File: src/rtl/memory_bus_pkg.sv
// Shared types and constants for the two-master memory bus arbiter.
//   arb_state_t  : arbiter FSM encoding
//   MASTER_CORE  : grant index of master 0 (multicycle core)
//   MASTER_AUX   : grant index of master 1 (loader / DMA port)
package memory_bus_pkg;

    typedef enum logic [1:0] {
        IDLE,
        ACCESS,
        WAIT,
        RESPOND
    } arb_state_t;

    localparam logic MASTER_CORE = 1'b0;
    localparam logic MASTER_AUX  = 1'b1;

endpackage

File: src/rtl/memory_bus_arbiter_grant_select.sv
// Combinational winner selection for the memory bus arbiter.
// Build option: define ARBITER_ROUND_ROBIN_EN to alternate simultaneous
// grants; otherwise master 0 always wins a collision.
//   req              in   2  request vector, bit i = master i
//   last_winner      in   1  index of the master granted most recently
//   grant_valid      out  1  at least one master is requesting
//   winner           out  1  index of the master to grant
//   last_winner_next out  1  pointer value to store if this grant is taken
module arbiter_grant_select
    import memory_bus_pkg::*;
(
    input  logic [1:0] req,
    input  logic       last_winner,
    output logic       grant_valid,
    output logic       winner,
    output logic       last_winner_next
);

    always_comb begin
        grant_valid = |req;
        winner      = MASTER_CORE;
`ifdef ARBITER_ROUND_ROBIN_EN
        // A collision goes to whoever did not win last time; a lone
        // requester is granted straight away.
        if (req == 2'b11) begin
            winner = ~last_winner;
        end else if (req[1]) begin
            winner = MASTER_AUX;
        end
`else
        if (!req[0] && req[1]) begin
            winner = MASTER_AUX;
        end
`endif
        last_winner_next = grant_valid ? winner : last_winner;
    end

endmodule

File: src/rtl/memory_bus_arbiter.sv
// Shares one single-port memory bus between master 0 (core) and master 1
// (loader/DMA). Each access runs IDLE -> ACCESS -> WAIT -> RESPOND -> IDLE;
// the granted master receives a one-cycle ack with read data.
// Build option: ARBITER_ROUND_ROBIN_EN selects round-robin collision
// handling (see arbiter_grant_select); default is fixed priority to m0.
// Ports:
//   clk, reset                      clock, synchronous active-high reset
//   m{0,1}_req/we/addr/wdata        master request, held until ack
//   m{0,1}_rdata/ack                one-cycle completion and read data
//   mem_read, mem_write             one-cycle memory strobes
//   mem_address, mem_write_data     registered bus, held between accesses
//   mem_read_data                   memory read data, MEM_LATENCY after strobe
//   grant, busy                     bus owner index and in-use flag
module memory_bus_arbiter
    import memory_bus_pkg::*;
#(
    parameter int ADDR_WIDTH  = 32,
    parameter int DATA_WIDTH  = 32,
    parameter int MEM_LATENCY = 1
) (
    input  logic                  clk,
    input  logic                  reset,
    input  logic                  m0_req,
    input  logic                  m0_we,
    input  logic [ADDR_WIDTH-1:0] m0_addr,
    input  logic [DATA_WIDTH-1:0] m0_wdata,
    output logic [DATA_WIDTH-1:0] m0_rdata,
    output logic                  m0_ack,
    input  logic                  m1_req,
    input  logic                  m1_we,
    input  logic [ADDR_WIDTH-1:0] m1_addr,
    input  logic [DATA_WIDTH-1:0] m1_wdata,
    output logic [DATA_WIDTH-1:0] m1_rdata,
    output logic                  m1_ack,
    output logic                  mem_read,
    output logic                  mem_write,
    output logic [ADDR_WIDTH-1:0] mem_address,
    output logic [DATA_WIDTH-1:0] mem_write_data,
    input  logic [DATA_WIDTH-1:0] mem_read_data,
    output logic                  grant,
    output logic                  busy
);

    localparam int CNT_W = (MEM_LATENCY > 1) ? $clog2(MEM_LATENCY) : 1;
    localparam logic [CNT_W-1:0] CNT_LOAD = CNT_W'(MEM_LATENCY - 1);

    arb_state_t            state_q, state_d;
    logic [CNT_W-1:0]      cnt_q, cnt_d;
    logic                  we_q, we_d;
    logic                  grant_q, grant_d;
    logic                  ptr_q, ptr_d;
    logic [ADDR_WIDTH-1:0] addr_q, addr_d;
    logic [DATA_WIDTH-1:0] wdata_q, wdata_d;

    logic                  sel_valid;
    logic                  sel_winner;
    logic                  sel_ptr_next;

    arbiter_grant_select u_grant_select (
        .req              ({m1_req, m0_req}),
        .last_winner      (ptr_q),
        .grant_valid      (sel_valid),
        .winner           (sel_winner),
        .last_winner_next (sel_ptr_next)
    );

    // State register
    always_ff @(posedge clk) begin
        if (reset) begin
            state_q <= IDLE;
            cnt_q   <= '0;
            we_q    <= 1'b0;
            grant_q <= MASTER_CORE;
            ptr_q   <= MASTER_CORE;
            addr_q  <= '0;
            wdata_q <= '0;
        end else begin
            state_q <= state_d;
            cnt_q   <= cnt_d;
            we_q    <= we_d;
            grant_q <= grant_d;
            ptr_q   <= ptr_d;
            addr_q  <= addr_d;
            wdata_q <= wdata_d;
        end
    end

    // Next-state logic; requests are only looked at in IDLE
    always_comb begin
        state_d = state_q;
        cnt_d   = cnt_q;
        we_d    = we_q;
        grant_d = grant_q;
        ptr_d   = ptr_q;
        addr_d  = addr_q;
        wdata_d = wdata_q;
        case (state_q)
            IDLE: begin
                if (sel_valid) begin
                    state_d = ACCESS;
                    grant_d = sel_winner;
                    ptr_d   = sel_ptr_next;
                    if (sel_winner == MASTER_AUX) begin
                        we_d    = m1_we;
                        addr_d  = m1_addr;
                        wdata_d = m1_wdata;
                    end else begin
                        we_d    = m0_we;
                        addr_d  = m0_addr;
                        wdata_d = m0_wdata;
                    end
                end
            end
            ACCESS: begin
                cnt_d   = CNT_LOAD;
                state_d = (MEM_LATENCY == 1) ? RESPOND : WAIT;
            end
            WAIT: begin
                // Leave on the decrement that reaches zero, so WAIT lasts
                // MEM_LATENCY-1 cycles and ack lands MEM_LATENCY after the strobe.
                if (cnt_q > CNT_W'(1)) begin
                    cnt_d = cnt_q - 1'b1;
                end else begin
                    cnt_d   = '0;
                    state_d = RESPOND;
                end
            end
            RESPOND: begin
                state_d = IDLE;
            end
            default: begin
                state_d = IDLE;
            end
        endcase
    end

    // Outputs decoded from registered state
    always_comb begin
        mem_read  = 1'b0;
        mem_write = 1'b0;
        m0_ack    = 1'b0;
        m1_ack    = 1'b0;
        m0_rdata  = '0;
        m1_rdata  = '0;
        case (state_q)
            ACCESS: begin
                mem_read  = ~we_q;
                mem_write = we_q;
            end
            RESPOND: begin
                // Read data is passed through only for the granted master and
                // only for the ack cycle, when the memory is guaranteed valid.
                if (grant_q == MASTER_AUX) begin
                    m1_ack = 1'b1;
                    if (!we_q) begin
                        m1_rdata = mem_read_data;
                    end
                end else begin
                    m0_ack = 1'b1;
                    if (!we_q) begin
                        m0_rdata = mem_read_data;
                    end
                end
            end
            default: begin
            end
        endcase
    end

    assign busy           = (state_q != IDLE);
    assign grant          = grant_q;
    assign mem_address    = addr_q;
    assign mem_write_data = wdata_q;

endmodule
File: config.mk
export PLATFORM = sky130hd
export DESIGN_NAME = memory_bus_arbiter
export DESIGN_NICKNAME = d
export VERILOG_FILES = /design/src/rtl/memory_bus_pkg.sv /design/src/rtl/memory_bus_arbiter_grant_select.sv /design/src/rtl/memory_bus_arbiter.sv
export SDC_FILE = /design/constraint.sdc
export NUM_CORES = 1
export LEC_CHECK = 0
export ABC_AREA = 1
export ABC_CLOCK_PERIOD_IN_PS = 2000
export CAP_MARGIN = 20
export CORE_AREA = 2 2 116 118
export CTS_CLUSTER_DIAMETER = 200
export DETAILED_ROUTE_END_ITERATION = 16
export DIE_AREA = 0 0 118 120
export PLACE_DENSITY = 0.77
export SLEW_MARGIN = 20
export SYNTH_ARGS = -nofsm -noshare
export SYNTH_HDL_FRONTEND = slang
export SYNTH_SLANG_ARGS = --single-unit
File: constraint.sdc
create_clock -name clk -period 2 [get_ports clk]
set_input_delay 0.3 -clock clk [delete_from_list [all_inputs] [get_ports clk]]
set_output_delay 0.3 -clock clk [all_outputs]
set_load 0.1 [all_outputs]
==> results of run 1 <==
## logic make-up after synthesis
logic type | after synthesis | synth area share
buffers and inverters | 185 | 0.1746
DFF | 68 | 0.3155
and+or+nand+nor | 567 | 0.4936
AOI/OAI and AO/OA | 4 | 0.004638
adders and majority gates | 4 | 0.01160
## what timing repair did
item | in CTS | in global routing
setup endpoints to repair | 5 | 31
resized for setup | 2 | 2
cloned | 0 | 0
## per-layer routing
layer	vias up	wire, µm
met5	-	0
met4	0	354
met3	26	1336
met2	196	7866
met1	2243	5837
li1	2877	-
## Yosys cell counts
library cell	number	share of area
o21ai_1	3	0.0035
inv_2	2	0.0017
a21oi_1	1	0.0012
buf_2	14	0.016
buf_4	11	0.019
ha_1	4	0.012
buf_1	8	0.0070
clkbuf_1	11	0.0096
nand3_1	1	0.0012
dfxtp_1	68	0.32
nor2_1	267	0.23
inv_1	138	0.12
nand2_1	299	0.26
clkinv_1	1	0.00087
## worst register-to-register path: cells and delay by family, from the launching register on
kind | cells | cell delay [ps]
adder cells (fa/ha/maj) | 1 | 250
buffers and inverters | 3 | 460
flip-flops | 1 | 330
AND/OR/NAND/NOR | 4 | 410
## area by class of cell
type	instances	share of cell area
clock buffers	11	0.02781
well taps	176	0.02523
clock inverters	3	0.001720
multi-input cells	575	0.3011
repair buffers	311	0.4265
flip-flops and latches	68	0.1567
diodes	1	0.0002867
inverters	141	0.06063
## worst max path at each step
| stage | start | to | slack (ps) |
|---|---|---|---|
| 2_1_floorplan | state_q[0] | m0_rdata[31] | -240 |
| 3_5_place_dp | m1_req | mem_address[6] | 180 |
| 6_report | state_q[0] | m0_rdata[20] | 100 |
| 5_1_grt | state_q[0] | m0_rdata[29] | 30 |
| 3_3_place_gp | m1_req | mem_address[3] | 240 |
| 4_1_cts | state_q[0] | m0_rdata[18] | 10 |
## power groups by stage
stage          Combinational, W  Sequential (W)  Clock (W)
6_report                0.00367         0.00165    0.00141
5_1_grt                 0.00389         0.00168    0.00150
4_1_cts                 0.00370         0.00165    0.00144
3_5_place_dp            0.00369         0.00168          0
3_3_place_gp            0.00366         0.00167          0
2_1_floorplan           0.00128         0.00299          0
## per-stage QoR
step / utilization / cells / worst slack, ps
2_1_floorplan: - / 828 / -235.9
4_1_cts: 0.6722 / 1285 / 13.69
5_1_grt: 0.6724 / 1285 / 26.73
3_5_place_dp: 0.6519 / 1271 / 176.8
3_3_place_gp: 0.6519 / 1271 / 242.2
6_report: 0.6725 / 1286 / 96.85
## registers in the layout (all words and copies together), names as in the netlist
register / count
mem_address: 32
mem_write_data: 32
grant: 1
we_q: 1
state_q: 2
==> flow_summary.json, run 1 <==
{
  "route.detailed.drc": 0,
  "irDropWorstVdd_mv": 0.4888,
  "fin_area_um2": 8730,
  "rsz0062_at_grt": "no",
  "antenna_left": 0,
  "via_count": 5342,
  "rr_startpoint": "state_q[1]",
  "critPathKind": "flop to output pin",
  "cts_max_path_buffers": 2,
  "clk_transition_reported_paths_ps": 50,
  "grt_antenna_before_repair": 1,
  "core_area_um2": 12980,
  "clockRootBuffer": "clkbuf_16",
  "swShare": 0.4846,
  "grt_pass1_vias": 5029,
  "postCtsSetupBuffers": 0,
  "crit_chain": "ha_2, nand2_2, buf_12, nor2_2, buf_12",
  "worst_slew_pin_slew_ps": 378.1,
  "use_met3": 0.07462,
  "drt_iter0_drc": 204,
  "required_ps": 1700,
  "grtUsageMet2": 0.4132,
  "num_io_pins": 300,
  "p_seq_frac": 0.246,
  "final_cell_mix": "296 x nand2_1, 200 x nor2_1, 165 x clkdlybuf4s50_1",
  "top_usage_layer": "met2",
  "syn_nets": 998,
  "cts_tree": "done",
  "grt_first_pass_wirelength_um": 24650,
  "fmax_mhz": 525.4,
  "startpoint_type": "flop",
  "r2r-end": "mem_write_data[17]",
  "drv_cap": 0,
  "clock_sinks": 68,
  "reg2reg_slack_ps": 450,
  "p_int_w": 0.003470,
  "fp.dieArea_um2": 14160,
  "ys.warnings.count": 0,
  "path_common_cell": "buf_12",
  "p_switching_w": 0.003262,
  "firstDrtPassIters": 4,
  "dpl_cell_area_um2": 8462,
  "slew_headroom": 0.7480,
  "regArea_um2": 1368,
  "vias_per_cell": 4.154,
  "fin_crit_ps": 1903,
  "cts_hold_buf": 0,
  "crit_buf_inv": 2,
  "floorplan.initialDensity": 0.3324,
  "synth_area_um2": 4314,
  "hpwl_um": 12120,
  "hold_start": "mem_address[20]",
  "finalCritPeriodShare": 0.9516,
  "multi_input_area_um2": 2629,
  "grt_use_met1": 0.2191,
  "htree_levels": 3,
  "hold_slack_ps": 513.3,
  "final_common_cell": "nand2_1",
  "hold_path_class": "flop to flop",
  "cp_max_fo": 32,
  "status": "finished, final reports clean",
  "syn_inst": 828,
  "setup_tns_ps": 0,
  "grt_overflow_total": 0,
  "die_h_um": 120,
  "place.gp.congestion": 0.7964,
  "slew_violations": 0,
  "clock_latency_ps": 330,
  "track_usage": 0.2177,
  "cts_buffers": 9,
  "synth_cell_types": 14,
  "rows": 42,
  "wl_per_cell_um": 11.97,
  "combPwrFrac": 0.546,
  "slowest_stage": "dfxtp_2",
  "end_kind": "output pin",
  "holdPathStages": 4,
  "die_x_um": 118,
  "p_total_w": 0.006732,
  "portBuffers": 299,
  "cp.depth": 5,
  "wirelength_um": 15400,
  "leakage_nw": 4.369,
  "critical_path.top_delay_family": "buffers and inverters",
  "fill_cells": 1153,
  "finalHoldViolCount": 0,
  "area_delta_synth_final_pct": 102.3,
  "holdPathEnd": "mem_address[20]",
  "finalSetupViolations": 0,
  "r2r_cells": 8,
  "seq_area_frac_synth": 0.3155,
  "syn_area_per_cell_um2": 5.210,
  "grt_max_degree": 50,
  "final_layout_size_suffix_gt1_frac": 0.2128,
  "fin_nets": 1276,
  "skew_ps": 5.127,
  "cp_data_arrival_time_ps": 1600,
  "pwr-share-clk": 0.209,
  "p_per_area_nw_per_um2": 771.2,
  "ys_seq_elements": 68,
  "cp_slowest_stage_delay_ps": 370
}
(Power assumes the default switching activity.)
==> run 2: changes to the inputs <==
CORE_AREA = 2 2 117 119   (was 2 2 116 118)
DIE_AREA = 0 0 119 121   (was 0 0 118 120)
DONT_BUFFER_PORTS = 1   (was not set)
PLACE_DENSITY = not set   (was 0.77)
==> flow_summary.json, run 2 (synthesis results as in run 1) <==
{
  "fp.dieArea_um2": 14400,
  "rsz0062_at_grt": "no",
  "die_x_um": 119,
  "grt_pass1_vias": 4369,
  "p_int_w": 0.003246,
  "n_antenna_cell": 0,
  "p_switching_w": 0.003189,
  "slew_headroom": 0.6527,
  "cts_buffers": 9,
  "clockRootBuffer": "clkbuf_16",
  "grt_first_pass_wirelength_um": 21330,
  "drt_iter0_drc": 131,
  "finalSetupViolations": 0,
  "fmax_mhz": 528.0,
  "rows": 42,
  "grt_antenna_before_repair": 0,
  "r2r_cells": 8,
  "grt_max_degree": 67,
  "grt_overflow_total": 0,
  "place.gp.congestion": 0.7782,
  "fin_area_um2": 7036,
  "crit_buf_inv": 2,
  "required_ps": 1700,
  "placedCellCount": 1109,
  "fin_nets": 1114,
  "portBuffers": 0,
  "fin_crit_ps": 1894,
  "cp_data_arrival_time_ps": 1590,
  "wl_per_cell_um": 12.14,
  "critPathKind": "flop to output pin",
  "slew_violations": 0,
  "reg2reg_slack_ps": 420,
  "leakage_nw": 3.695,
  "die_h_um": 121,
  "final_layout_size_suffix_gt1_frac": 0.2513,
  "rr_startpoint": "state_q[1]",
  "worst_slew_pin_slew_ps": 521.0,
  "num_io_pins": 300,
  "final_cell_count_no_fill": 1123,
  "critical_path.top_delay_family": "buffers and inverters",
  "holdPathEnd": "grant",
  "path_common_cell": "buf_12",
  "via_count": 4764,
  "final_common_cell": "nand2_1",
  "firstDrtPassIters": 4,
  "crit_start": "state_q[0]",
  "end_kind": "output pin",
  "cts_tree": "done",
  "cp_max_fo": 32,
  "startpoint_type": "flop",
  "area_delta_synth_final_pct": 63.08,
  "clock_latency_ps": 320,
  "cts_max_path_buffers": 2,
  "finalCritPeriodShare": 0.9471,
  "setup_tns_ps": 0,
  "floorplan.initialDensity": 0.3297,
  "htree_levels": 3,
  "combPwrFrac": 0.518,
  "core_area_um2": 13090,
  "dpl_cell_area_um2": 6735,
  "r2r-end": "mem_write_data[25]",
  "final_cell_mix": "296 x nand2_1, 200 x nor2_1, 138 x inv_1",
  "wirelength_um": 13630,
  "fill_cells": 1255,
  "status": "finished, final reports clean",
  "p_seq_frac": 0.251,
  "pwr-share-clk": 0.231,
  "skew_ps": 5.233,
  "hold_start": "reset",
  "holdPathStages": 1,
  "clock_sinks": 68,
  "route.detailed.drc": 0,
  "finalHoldViolCount": 0,
  "crit_chain": "ha_4, nand2_2, buf_12, nor2_2, buf_12",
  "hold_path_class": "primary input to flop",
  "slowest_stage": "dfxtp_2",
  "vias_per_cell": 4.242,
  "track_usage": 0.1851,
  "swShare": 0.4955,
  "p_per_area_nw_per_um2": 914.7,
  "clk_transition_reported_paths_ps": 50,
  "hpwl_um": 10900,
  "drv_cap": 0,
  "cp_slowest_stage_delay_ps": 380,
  "irDropWorstVdd_mv": 0.4087,
  "antenna_left": 0
}
[run 2: area by class of cell]
class	count	area (µm²)	share of cell area
Clock buffer	11	232.7	0.03308
Timing Repair Buffer	149	1998	0.2840
Sequential cell	68	1368	0.1944
Multi-Input combinational cell	575	2648	0.3763
Clock inverter	3	40.04	0.005691
Tap cell	176	220.2	0.03130
Inverter	141	529.3	0.07523
[run 2: metal layers]
metal  GRT usage  part of all wire
met5           0                 0
met4     0.07143             0.031
met3     0.06767             0.088
met2      0.3358              0.49
met1      0.1946              0.39
[run 2: metrics by stage]
| step | hold WS [ps] | total power [W] | setup slack (ps) | util |
|---|---|---|---|---|
| 2_1_floorplan | 359.4 | 0.004266 | -235.9 | - |
| 3_3_place_gp | 361.2 | 0.004956 | 303.2 | 0.5147 |
| 3_5_place_dp | 372.9 | 0.004988 | 247.3 | 0.5147 |
| 4_1_cts | 28.40 | 0.006508 | 9.060 | 0.5372 |
| 5_1_grt | 32.90 | 0.006771 | 48.14 | 0.5377 |
| 6_report | 42.42 | 0.006435 | 105.9 | 0.5377 |
[run 2: power groups by stage]
stage / registers [W] / clock network (W) / logic [W]
2_1_floorplan: 0.00299 / 0 / 0.00128
3_3_place_gp: 0.00163 / 0 / 0.00332
3_5_place_dp: 0.00164 / 0 / 0.00335
4_1_cts: 0.00162 / 0.00154 / 0.00336
5_1_grt: 0.00164 / 0.00159 / 0.00355
6_report: 0.00162 / 0.00149 / 0.00333
[run 2: worst register-to-register path, cell delays in order (launching register included)]
cell     delay, ps
dfxtp_2        340
inv_1           80
ha_1           260
inv_1          120
nor2_4         150
buf_12         210
nand2_1        110
nor2_1         160
nor2_1          50
[run 2: worst max path at each step]
stage / end / slack (ps) / depth (start not counted)
after global routing: m1_rdata[26] / 50 / 5
after global placement: m1_rdata[20] / 300 / 5
final: m0_rdata[26] / 110 / 5
after detailed placement: m1_rdata[26] / 250 / 5
after floorplan: m0_rdata[31] / -240 / 3
after CTS: m1_rdata[26] / 9 / 5
[run 2: timing repair]
item / in CTS / in global routing
buffers inserted: 0 / 0
gates cloned: 0 / 0
resized for setup: 3 / 3
pin swaps: 1 / 0
endpoints found under the setup margin: 23 / 38
hold buffers: 0 / 0
==> run 3: changes to the inputs <==
CTS_BUF_LIST = sky130_fd_sc_hd__clkbuf_16   (was not set)
==> flow_summary.json, run 3 (synthesis results as in run 1) <==
{
  "clock_sinks": 68,
  "critical_path.top_delay_family": "buffers and inverters",
  "grt_max_degree": 67,
  "hpwl_um": 10900,
  "worst_slew_pin_slew_ps": 521.0,
  "clockRootBuffer": "clkbuf_16",
  "crit_chain": "ha_4, nand2_2, buf_12, nor2_2, buf_12",
  "skew_ps": 5.413,
  "finalCritPeriodShare": 0.9471,
  "n_antenna_cell": 0,
  "final_common_cell": "nand2_1",
  "required_ps": 1700,
  "postCtsSetupBuffers": 0,
  "status": "finished, final reports clean",
  "wl_per_cell_um": 12.14,
  "cp_max_fo": 32,
  "leakage_nw": 3.704,
  "die_x_um": 119,
  "setup_tns_ps": 0,
  "antenna_left": 0,
  "drv_cap": 0,
  "end_kind": "output pin",
  "htree_levels": 3,
  "wl_met2_um": 6679,
  "dpl_cell_area_um2": 6735,
  "route.detailed.drc": 0,
  "p_per_area_nw_per_um2": 913.4,
  "fin_nets": 1114,
  "slew_headroom": 0.6527,
  "slowest_stage": "dfxtp_2",
  "num_io_pins": 300,
  "final_cell_mix": "296 x nand2_1, 200 x nor2_1, 140 x inv_1",
  "cts_buffers": 9,
  "cp_data_arrival_time_ps": 1590,
  "grt_first_pass_wirelength_um": 21330,
  "rsz0062_at_grt": "no",
  "die_h_um": 121,
  "cts_tree": "done",
  "cp_slowest_stage_delay_ps": 380,
  "portBuffers": 0,
  "vias_per_cell": 4.242,
  "place.gp.congestion": 0.7782,
  "via_count": 4764,
  "rows": 42,
  "slew_violations": 0,
  "wl_met1_um": 5332,
  "track_usage": 0.1851,
  "crit_buf_inv": 2,
  "fp.dieArea_um2": 14400,
  "final_layout_size_suffix_gt1_frac": 0.2513,
  "clk_transition_reported_paths_ps": 50,
  "cts_max_path_buffers": 2,
  "core_area_um2": 13090,
  "path_common_cell": "buf_12",
  "final_core_utilization": 0.5377,
  "grt_pass1_vias": 4369,
  "critPathKind": "flop to output pin",
  "area_delta_synth_final_pct": 63.08,
  "finalHoldViolCount": 0,
  "irDropWorstVdd_mv": 0.4087,
  "drt_iter0_drc": 131,
  "fin_area_um2": 7036,
  "fin_crit_ps": 1894,
  "dr_wl_met3_um": 1194,
  "p_total_w": 0.006426,
  "top_layer": "met4",
  "finalSetupViolations": 0,
  "floorplan.initialDensity": 0.3297,
  "grt_antenna_before_repair": 0,
  "grt_overflow_total": 0,
  "startpoint_type": "flop",
  "hold_path_class": "primary input to flop",
  "firstDrtPassIters": 4,
  "clock_latency_ps": 320,
  "wirelength_um": 13640,
  "fmax_mhz": 528.0
}
-- run 3: cell type report --
type	instances	area [µm²]
timing repair buffer	149	1998
clock inverter	5	47.55
tap	176	220.2
clock buffer	9	225.2
inverter	141	529.3
fill	1255	6050
multi-input combinational	575	2648
sequential	68	1368
-- run 3: what timing repair did --
item / CTS / global route
pin swaps: 1 / 0
setup endpoints to repair: 23 / 38
endpoints found under the hold margin: 0 / 0
gates cloned: 0 / 0
hold buffers: 0 / 0
gates resized for setup: 3 / 3
-- run 3: stage by stage --
| stage | hold slack, ps | cells | setup WS (ps) |
|---|---|---|---|
| floorplan | 359.4 | 828 | -235.9 |
| global placement | 361.2 | 1109 | 303.2 |
| detailed placement | 372.9 | 1109 | 247.3 |
| CTS | 28.40 | 1123 | 9.060 |
| global route | 32.90 | 1123 | 48.14 |
| finish | 42.42 | 1123 | 105.9 |
-- run 3: per-layer routing --
| layer | up-vias | global-route usage |
|---|---|---|
| li1 | 2551 | - |
| met1 | 1987 | 0.1946 |
| met2 | 197 | 0.3358 |
| met3 | 29 | 0.06767 |
| met4 | 0 | 0.07143 |
| met5 | - | 0 |
-- run 3: path summary, 6_finish.rpt --
path | startpoint | to | cells past startpoint | slack [ps]
worst max-delay path | state_q[0] | m0_rdata[26] | 5 | 110
worst min-delay path | reset | grant | 1 | 40
worst max register to register | state_q[1] | mem_write_data[25] | 8 | 420
worst min register to register | mem_address[28] | mem_address[28] | 4 | 510
-- run 3: power by group --
| group | switching [W] | internal (W) | leakage, nW | total [W] |
|---|---|---|---|---|
| clock | 0.000540 | 0.000936 | 0.144 | 0.00148 |
| sequential | 0.0000669 | 0.00155 | 0.564 | 0.00162 |
| combinational | 0.00258 | 0.000751 | 3.00 | 0.00333 |
| total | 0.00319 | 0.00324 | 3.70 | 0.00643 |
